File: src/rtl/disp_src_arbiter.sv
// Display source arbiter: round-robin grant of one of four requesters to the
// display, with a minimum dwell time, a rotation lock and a manual override.
module disp_src_arbiter #(
  parameter int unsigned DWELL = 25000000
) (
  input  logic         clk,
  input  logic         rstn,
  input  logic [3:0]   req_i,
  input  logic [127:0] data_i,
  input  logic         lock_i,
  input  logic         force_en_i,
  input  logic [1:0]   force_sel_i,
  output logic [3:0]   gnt_o,
  output logic [31:0]  disp_data_o,
  output logic         disp_valid_o,
  output logic         switch_o
);

  localparam logic [1:0] S_IDLE  = 2'd0;
  localparam logic [1:0] S_DWELL = 2'd1;
  localparam logic [1:0] S_FORCE = 2'd2;

  localparam logic [31:0] CNT_MAX = DWELL - 32'd1;

  logic [1:0]  state, nxt_state;
  logic [1:0]  rr, nxt_rr;
  logic [1:0]  hold_idx, nxt_idx;
  logic [31:0] cnt, nxt_cnt;
  logic [3:0]  nxt_gnt;
  logic [3:0]  others;
  logic [2:0]  win;
  logic        arb;

  // {found, index} of the first requester at or after ptr, wrapping 3->0
  function automatic logic [2:0] rr_pick(input logic [3:0] req, input logic [1:0] ptr);
    logic [2:0] res;
    logic [1:0] i;
    res = 3'b000;
    for (int k = 0; k < 4; k++) begin
      i = ptr + 2'(k);
      if (!res[2] && req[i]) res = {1'b1, i};
    end
    return res;
  endfunction

  always_comb begin
    win       = rr_pick(req_i, rr);
    others    = req_i & ~(4'b0001 << hold_idx);
    nxt_state = state;
    nxt_idx   = hold_idx;
    nxt_rr    = rr;
    nxt_cnt   = cnt;
    arb       = 1'b0;

    // Priority: force, then release, then rotate, then hold
    if (force_en_i) begin
      nxt_state = S_FORCE;
      nxt_idx   = force_sel_i;
    end else if (state == S_DWELL) begin
      if (!req_i[hold_idx])
        arb = 1'b1;
      else if (cnt == CNT_MAX && !lock_i && others != 4'b0000)
        arb = 1'b1;
      else if (cnt < CNT_MAX)
        nxt_cnt = cnt + 32'd1;
    end else begin
      arb = 1'b1;
    end

    if (arb) begin
      if (win[2]) begin
        nxt_state = S_DWELL;
        nxt_idx   = win[1:0];
        nxt_rr    = win[1:0] + 2'd1;
        nxt_cnt   = 32'd0;
      end else begin
        nxt_state = S_IDLE;
      end
    end

    nxt_gnt = (nxt_state == S_IDLE) ? 4'b0000 : (4'b0001 << nxt_idx);
  end

  always_ff @(posedge clk or negedge rstn) begin
    if (!rstn) begin
      state        <= S_IDLE;
      rr           <= 2'd0;
      hold_idx     <= 2'd0;
      cnt          <= 32'd0;
      gnt_o        <= 4'b0000;
      disp_data_o  <= 32'd0;
      disp_valid_o <= 1'b0;
      switch_o     <= 1'b0;
    end else begin
      state        <= nxt_state;
      rr           <= nxt_rr;
      hold_idx     <= nxt_idx;
      cnt          <= nxt_cnt;
      gnt_o        <= nxt_gnt;
      disp_data_o  <= (nxt_gnt == 4'b0000) ? 32'd0 : data_i[{nxt_idx, 5'b00000} +: 32];
      disp_valid_o <= (nxt_gnt != 4'b0000);
      switch_o     <= (nxt_gnt != gnt_o);
    end
  end

endmodule

File: config.mk
export PLATFORM = sky130hd
export DESIGN_NAME = disp_src_arbiter
export DESIGN_NICKNAME = d
export VERILOG_FILES = /design/src/rtl/disp_src_arbiter.sv
export SDC_FILE = /design/constraint.sdc
export NUM_CORES = 1
export LEC_CHECK = 0
export ABC_AREA = 1
export BUFFER_PORTS_ARGS = -buffer_cell sky130_fd_sc_hd__buf_4
export CAP_MARGIN = 0
export CORE_MARGIN = 5
export CORE_UTILIZATION = 45
export CTS_CLUSTER_SIZE = 40
export DETAILED_ROUTE_END_ITERATION = 6
export HOLD_SLACK_MARGIN = 0.12
export MAX_ROUTING_LAYER = met4
export PLACE_DENSITY = 0.84
export SKIP_LAST_GASP = 1
export SLEW_MARGIN = 20
export SYNTH_ARGS = -nofsm -noshare
export SYNTH_HDL_FRONTEND = slang
export SYNTH_SLANG_ARGS = --single-unit
File: constraint.sdc
create_clock -name clk -period 2.31 [get_ports clk]
set_input_delay 0.3465 -clock clk [delete_from_list [all_inputs] [get_ports clk]]
set_output_delay 0.3465 -clock clk [all_outputs]
set_load 0.005 [all_outputs]
Yosys cells after proc, flatten, opt, wreduce, memory -nomap -nowiden
Cells that the tools add are included.

storage, ports and cells
  latch bits = 0
  memory bits (writable) = 0
  bits in registers = 76
  bits in read-only memories = 0
  input bits = 138
  memories = 0

operators by class
  $mul = 0
  div/mod/pow operators = 0
  magnitude comparators = 6
  mux-type cells = 33
  eq/ne operators = 3
  add/sub/neg operators = 5
  reduce and logical (&&, ||, !) cells = 14
  bitwise logic cells = 2
  shifts and indexed selects = 3

operator list
  operator                 number
  $mux W32                 8
  $shiftx A128 B8 Y32      1
  $add A32 B1 Y32 const B  1
  $eq A32 B25 Y1 const B   1
  $lt A32 B25 Y1 const B   1
  $lt A2 B3 Y1 const B     5
  $mux W3                  4
  $bmux W1 S2              5
  $mux W1                  10
  $mux W2                  5
  $reduce_bool A4 Y1       2
  $shl A1 B2 Y4 const A    2
  $logic_and A1 B1 Y1      5
  $add A2 B1 Y2 const B    2
  $add A2 B2 Y2 const B    2
  $and A4 B4 Y4            1
  $logic_not A1 Y1         4
  $logic_not A4 Y1         1
  $mux W4                  1
  $ne A4 B4 Y1             1
  $not A4 Y4               1
  $eq A2 B1 Y1 const B     1
  $logic_not A2 Y1         1
  $reduce_and A2 Y1        1

Logic depth before layout (Yosys ltp)
  depth after elaboration = 18
  mapped depth = 20
  depth with buffers taken out = 18

Worst setup path after synthesis
OpenSTA, ideal clock, no wires.

  path type = register -> register
  start point = register cnt[0]
  end point = register cnt[16]
  library setup time = 0.120 ns
  arrival = 2.044 ns
  buffers on the path = 1
  setup slack = 0.146 ns
  clock period less this slack = 2.164 ns
  cell stages (with the launch flop) = 14
  required time = 2.190 ns
  cells stage by stage = dfrtp_1 > ha_1 > nand3_1 > nor2_1 > inv_1 > a31oi_1 > or2_2 > nand2_1 > nand2_1 > nor2_2 > buf_2 > nand4_1 > o21ai_0 > nor2_1

between the ends
  cells in the longest elaborated chain, start to end = 9
  elaborated cells on any way between the ends = 16
  those cells by class = add/sub: 1; order compare: 1; eq/ne: 1; mux: 11; reduce/logical: 2

ends and longest elaborated chain
  item                                                                     RTL line  source
  start, declared                                                          28        logic [31:0] cnt, nxt_cnt;
  start signal, assigned                                                   98        cnt <= nxt_cnt;
  parallel branches: the longest is 8 deep, another holds $add A32 B1 Y32  --
  $mux W32 (*)                                                             70        if (arb) begin
  via nxt_cnt[16]                                                          28

Mark *: on every way through the listed nets, which the timed path passes.
A chain may end at the register's enable or synchronous reset.

Worst setup path after layout
  start point = register rr[0]
  end point = register disp_data_o[22]

between the ends
  cells in the longest elaborated chain, start to end = 18
  elaborated cells on any way between the ends = 31
  those cells by class = add/sub: 3; shift: 2; mux: 18; reduce/logical: 8

ends and longest elaborated chain
  item                                                                    RTL line  source
  start, declared                                                         26        logic [1:0] rr, nxt_rr;
  start signal, assigned                                                  96        rr <= nxt_rr;
  parallel branches: the longest is 11 deep, another holds $add A2 B1 Y2  --
  $mux W3 (*)                                                             41        if (!res[2] && req[i]) res = {1'b1, i};
  $mux W1 (*)                                                             71        if (win[2]) begin
  $mux W2 (*)                                                             70
  via nxt_state[0]                                                        25        logic [1:0] state, nxt_state;
  $logic_not A2 Y1 (*)                                                    81        nxt_gnt = (nxt_state == S_IDLE) ? 4'b0000 : (4'b0001 << nxt_idx);
  $mux W4 (*)                                                             81
  $logic_not A4 Y1 (*)                                                    100       disp_data_o <= (nxt_gnt == 4'b0000) ? 32'd0 : data_i[{nxt_idx, 5'b00000} +: 32];
  $mux W32 (*)                                                            100
  end signal, assigned                                                    100
  end, declared                                                           14        output logic [31:0] disp_data_o,

Mark *: on every way through the listed nets, which the timed path passes. The select of a mux whose other input is x is not followed.

==> impl_metrics.csv <==
group,metric,value,unit
finish,final_util,67.36,%
die,die-area,12390,µm²
run,drv_cap,0,
timing,rsz0062_at_grt,"true",
logic_synthesis,synth_commonest_cells,"nand2_1, dfrtp_1, nor2_1, inv_1, a21oi_1",
power,power.leakage,3.728,nW
place,dp_hpwl,10280,µm
global_route,overflow,0,
clock_tree,numCtsBuffers,9,
timing,setup_tns,-275.5,ps
logic_synthesis,yosys.area.top_type_share,41.19,%
die,coreArea,10180,µm²
finish,final_cell_area,6860,µm²
global_route,grt.total_usage,22.13,%
power,p_per_area,1217,nW/µm²
die,die_w,111.3,µm
logic_synthesis,synth_area,4617,µm²
logic_synthesis,synth_largest_area_cell,"dfrtp_1",
hold_path,hold_class,"in2reg",
logic_synthesis,syn_avg_cell_area,6.540,µm²
clock_tree,clk_latency,350,ps
timing,skew,14.33,ps
logic_synthesis,syn_nets,845,
drt,drtPass1Iterations,5,
power,p_total,8.348,mW
timing,period_minus_slack,2357,ps
global_route,grt_pass1_wl,21980,µm
place,io_buffer_count,175,
global_route,grt_max_degree,57,
hold_path,hp-start,"force_en_i",
logic_synthesis,yosysSeqAreaShare,41.19,%
drt,initialDrtViolationCount,288,
logic_synthesis,synth_warnings,0,
drt,wl_per_cell,14.45,µm
timing,hold_viol,0,
logic_synthesis,synth_edf_count,0,
finish,n_antenna_cell,0,
place,dp_slack,-26.10,ps
drt,route.detailed.drc,0,
setup_path,critPathCapture,"disp_data_o[22]",
clock_tree,clk_pin_slew,90,ps
clock_tree,cts-root-buf,"clkbuf_8",
setup_path,r2r_start,"rr[0]",
drt,wirelength,15250,µm
clock_tree,cts_tree,"yes",
drt,vias,5300,
timing,setup_viol_count_final,17,
status,status,"complete, but fails checks",
logic_synthesis,netlist_instances,706,
drt,postRouteAntennaNets,0,
finish,syn_to_final_growth,48.59,%
setup_path,r2r_slack,-50,ps
place,gp_congestion,0.8903,
power,ir_drop,674.0,µV
setup_path,worstSetupPathType,"reg2reg",
die,start_util,45.33,%
setup_path,critPathArrivalTime,2630,ps
clock_tree,cts_buffer_depth,2,
timing,finalMaxSlewViolations,0,
timing,fin_worst_hold_slack,162.0,ps
global_route,grt_pass1_vias,4894,
setup_path,end_kind,"flop",
setup_path,timing.rr.end,"disp_data_o[22]",
logic_synthesis,synth.distinct_cells,34,
logic_synthesis,synthArstFlopShare,100.0,%
place,place_area,6191,µm²
logic_synthesis,synth.most_common_cell,"nand2_1",
setup_path,crit_path_start_kind,"flop",
setup_path,required,2580,ps
timing,timing.fmax,424.3,MHz
finish,drive_gt1_share,32.10,%
setup_path,crit_fanout,10,
die,die_h,111.3,µm
place,post-place-cells,1016,
setup_path,setup.worst_path.start,"rr[0]",
clock_tree,cts.sinks,76,
finish,fin_nets,1053,
die,io_pins,176,
timing,relSlewSlack,68.56,%
timing,layout_setup_ws,-46.92,ps
logic_synthesis,synth_area_leaders,"dfrtp_1, nand2_1, nor2_1",
status,violations,"negative setup slack",
finish,final_cells,1055,
logic_synthesis,synth-main-ff-cell,"dfrtp_1",
timing,worst_pin_slew,468.0,ps
global_route,antenna_found_initial,0,
setup_path,worstRegToRegCells,16,
clock_tree,htreeDepth,3,
drt,vias_per_cell,5.024,
logic_synthesis,synth_seq_cells,76,
timing,timing.final.crit_share,102.0,%
die,num_rows,37,
cells by family after synthesis:
family	Yosys count	share of synthesized area (%)
xor gates and xnor gates	10	1.897
buffers and inverters	87	8.456
and+or+nand+nor	471	41.33
DFF	76	41.19
adders and majority gates	1	0.2710
AOI/OAI and AO/OA	61	6.857
power breakdown:
part	switching, mW	internal (mW)	leakage, nW	total, mW
logic	3.08	2.46	2.66	5.54
clock network	0.520	0.388	0.0783	0.908
registers	0.183	1.71	0.988	1.90
flip-flops by register name, summed over array words and instances (netlist names):
name and count:
gnt_o 4, cnt 32, rr 2, disp_data_o 32, hold_idx 2, switch_o 1, disp_valid_o 1, state 2
area by class of cell:
| class | count | area (µm²) |
|---|---|---|
| well taps | 136 | 170.2 |
| flip-flops and latches | 76 | 1904 |
| clock inverters | 6 | 41.29 |
| repair inverters | 1 | 8.758 |
| multi-input cells | 543 | 2501 |
| inverters | 58 | 235.2 |
| repair buffers | 225 | 1872 |
| fillers | 907 | 3324 |
| clock buffers | 10 | 127.6 |
timing repair:
action | CTS | global route
setup buffers | 0 | 17
gates cloned | 0 | 5
hold buffers | 1 | 0
endpoints found under the setup margin | 4 | 43
endpoints found under the hold margin | 31 | 0
pin swaps | 0 | 19
resized for setup | 2 | 66
layer usage:
| layer | global-route usage (%) | wire length, µm | vias to the layer above |
|---|---|---|---|
| li1 | - | - | 2595 |
| met1 | 25.47 | 5728 | 2445 |
| met2 | 37.52 | 8006 | 216 |
| met3 | 4.312 | 965 | 44 |
| met4 | 9.732 | 551 | 0 |
| met5 | - | 0 | - |
how the worst min path moves through the flow:
stage	cells after the start	endpoint	slack [ps]
after floorplan	0	cnt[0]	50
after global placement	1	cnt[3]	320
after detailed placement	1	cnt[3]	320
after CTS	1	state[1]	150
after global routing	1	state[1]	150
final	1	state[1]	160
placed cells by master, fill, tap and decap left out, drive strengths merged, types with 3 or more instances in the layout:
cell | netlist | routed
xor2 | 9 | 9
a21oi | 40 | 40
nand4 | 8 | 8
dfrtp | 76 | 76
nand2 | 350 | 350
clkinv | 1 | 5
o21ai | 17 | 17
clkinvlp | 0 | 3
nor2 | 58 | 58
inv | 57 | 57
nor3 | 15 | 15
nand3 | 35 | 35
clkbuf | 7 | 13
buf | 22 | 221
worst max-delay path, cell delays in order (launching register included):
cell and delay, ps:
dfrtp_2 480, inv_4 80, nand2_1 80, nand2_2 70
nand2_1 100, inv_2 40, nor2_1 160, nand3_2 170
nand2_2 130, inv_4 60, nand2_4 70, buf_6 130
nand2_1 120, nand2_4 150, buf_4 200, nand2_1 70
a21oi_1 160
No activity file was read; power rests on OpenSTA's default activity.
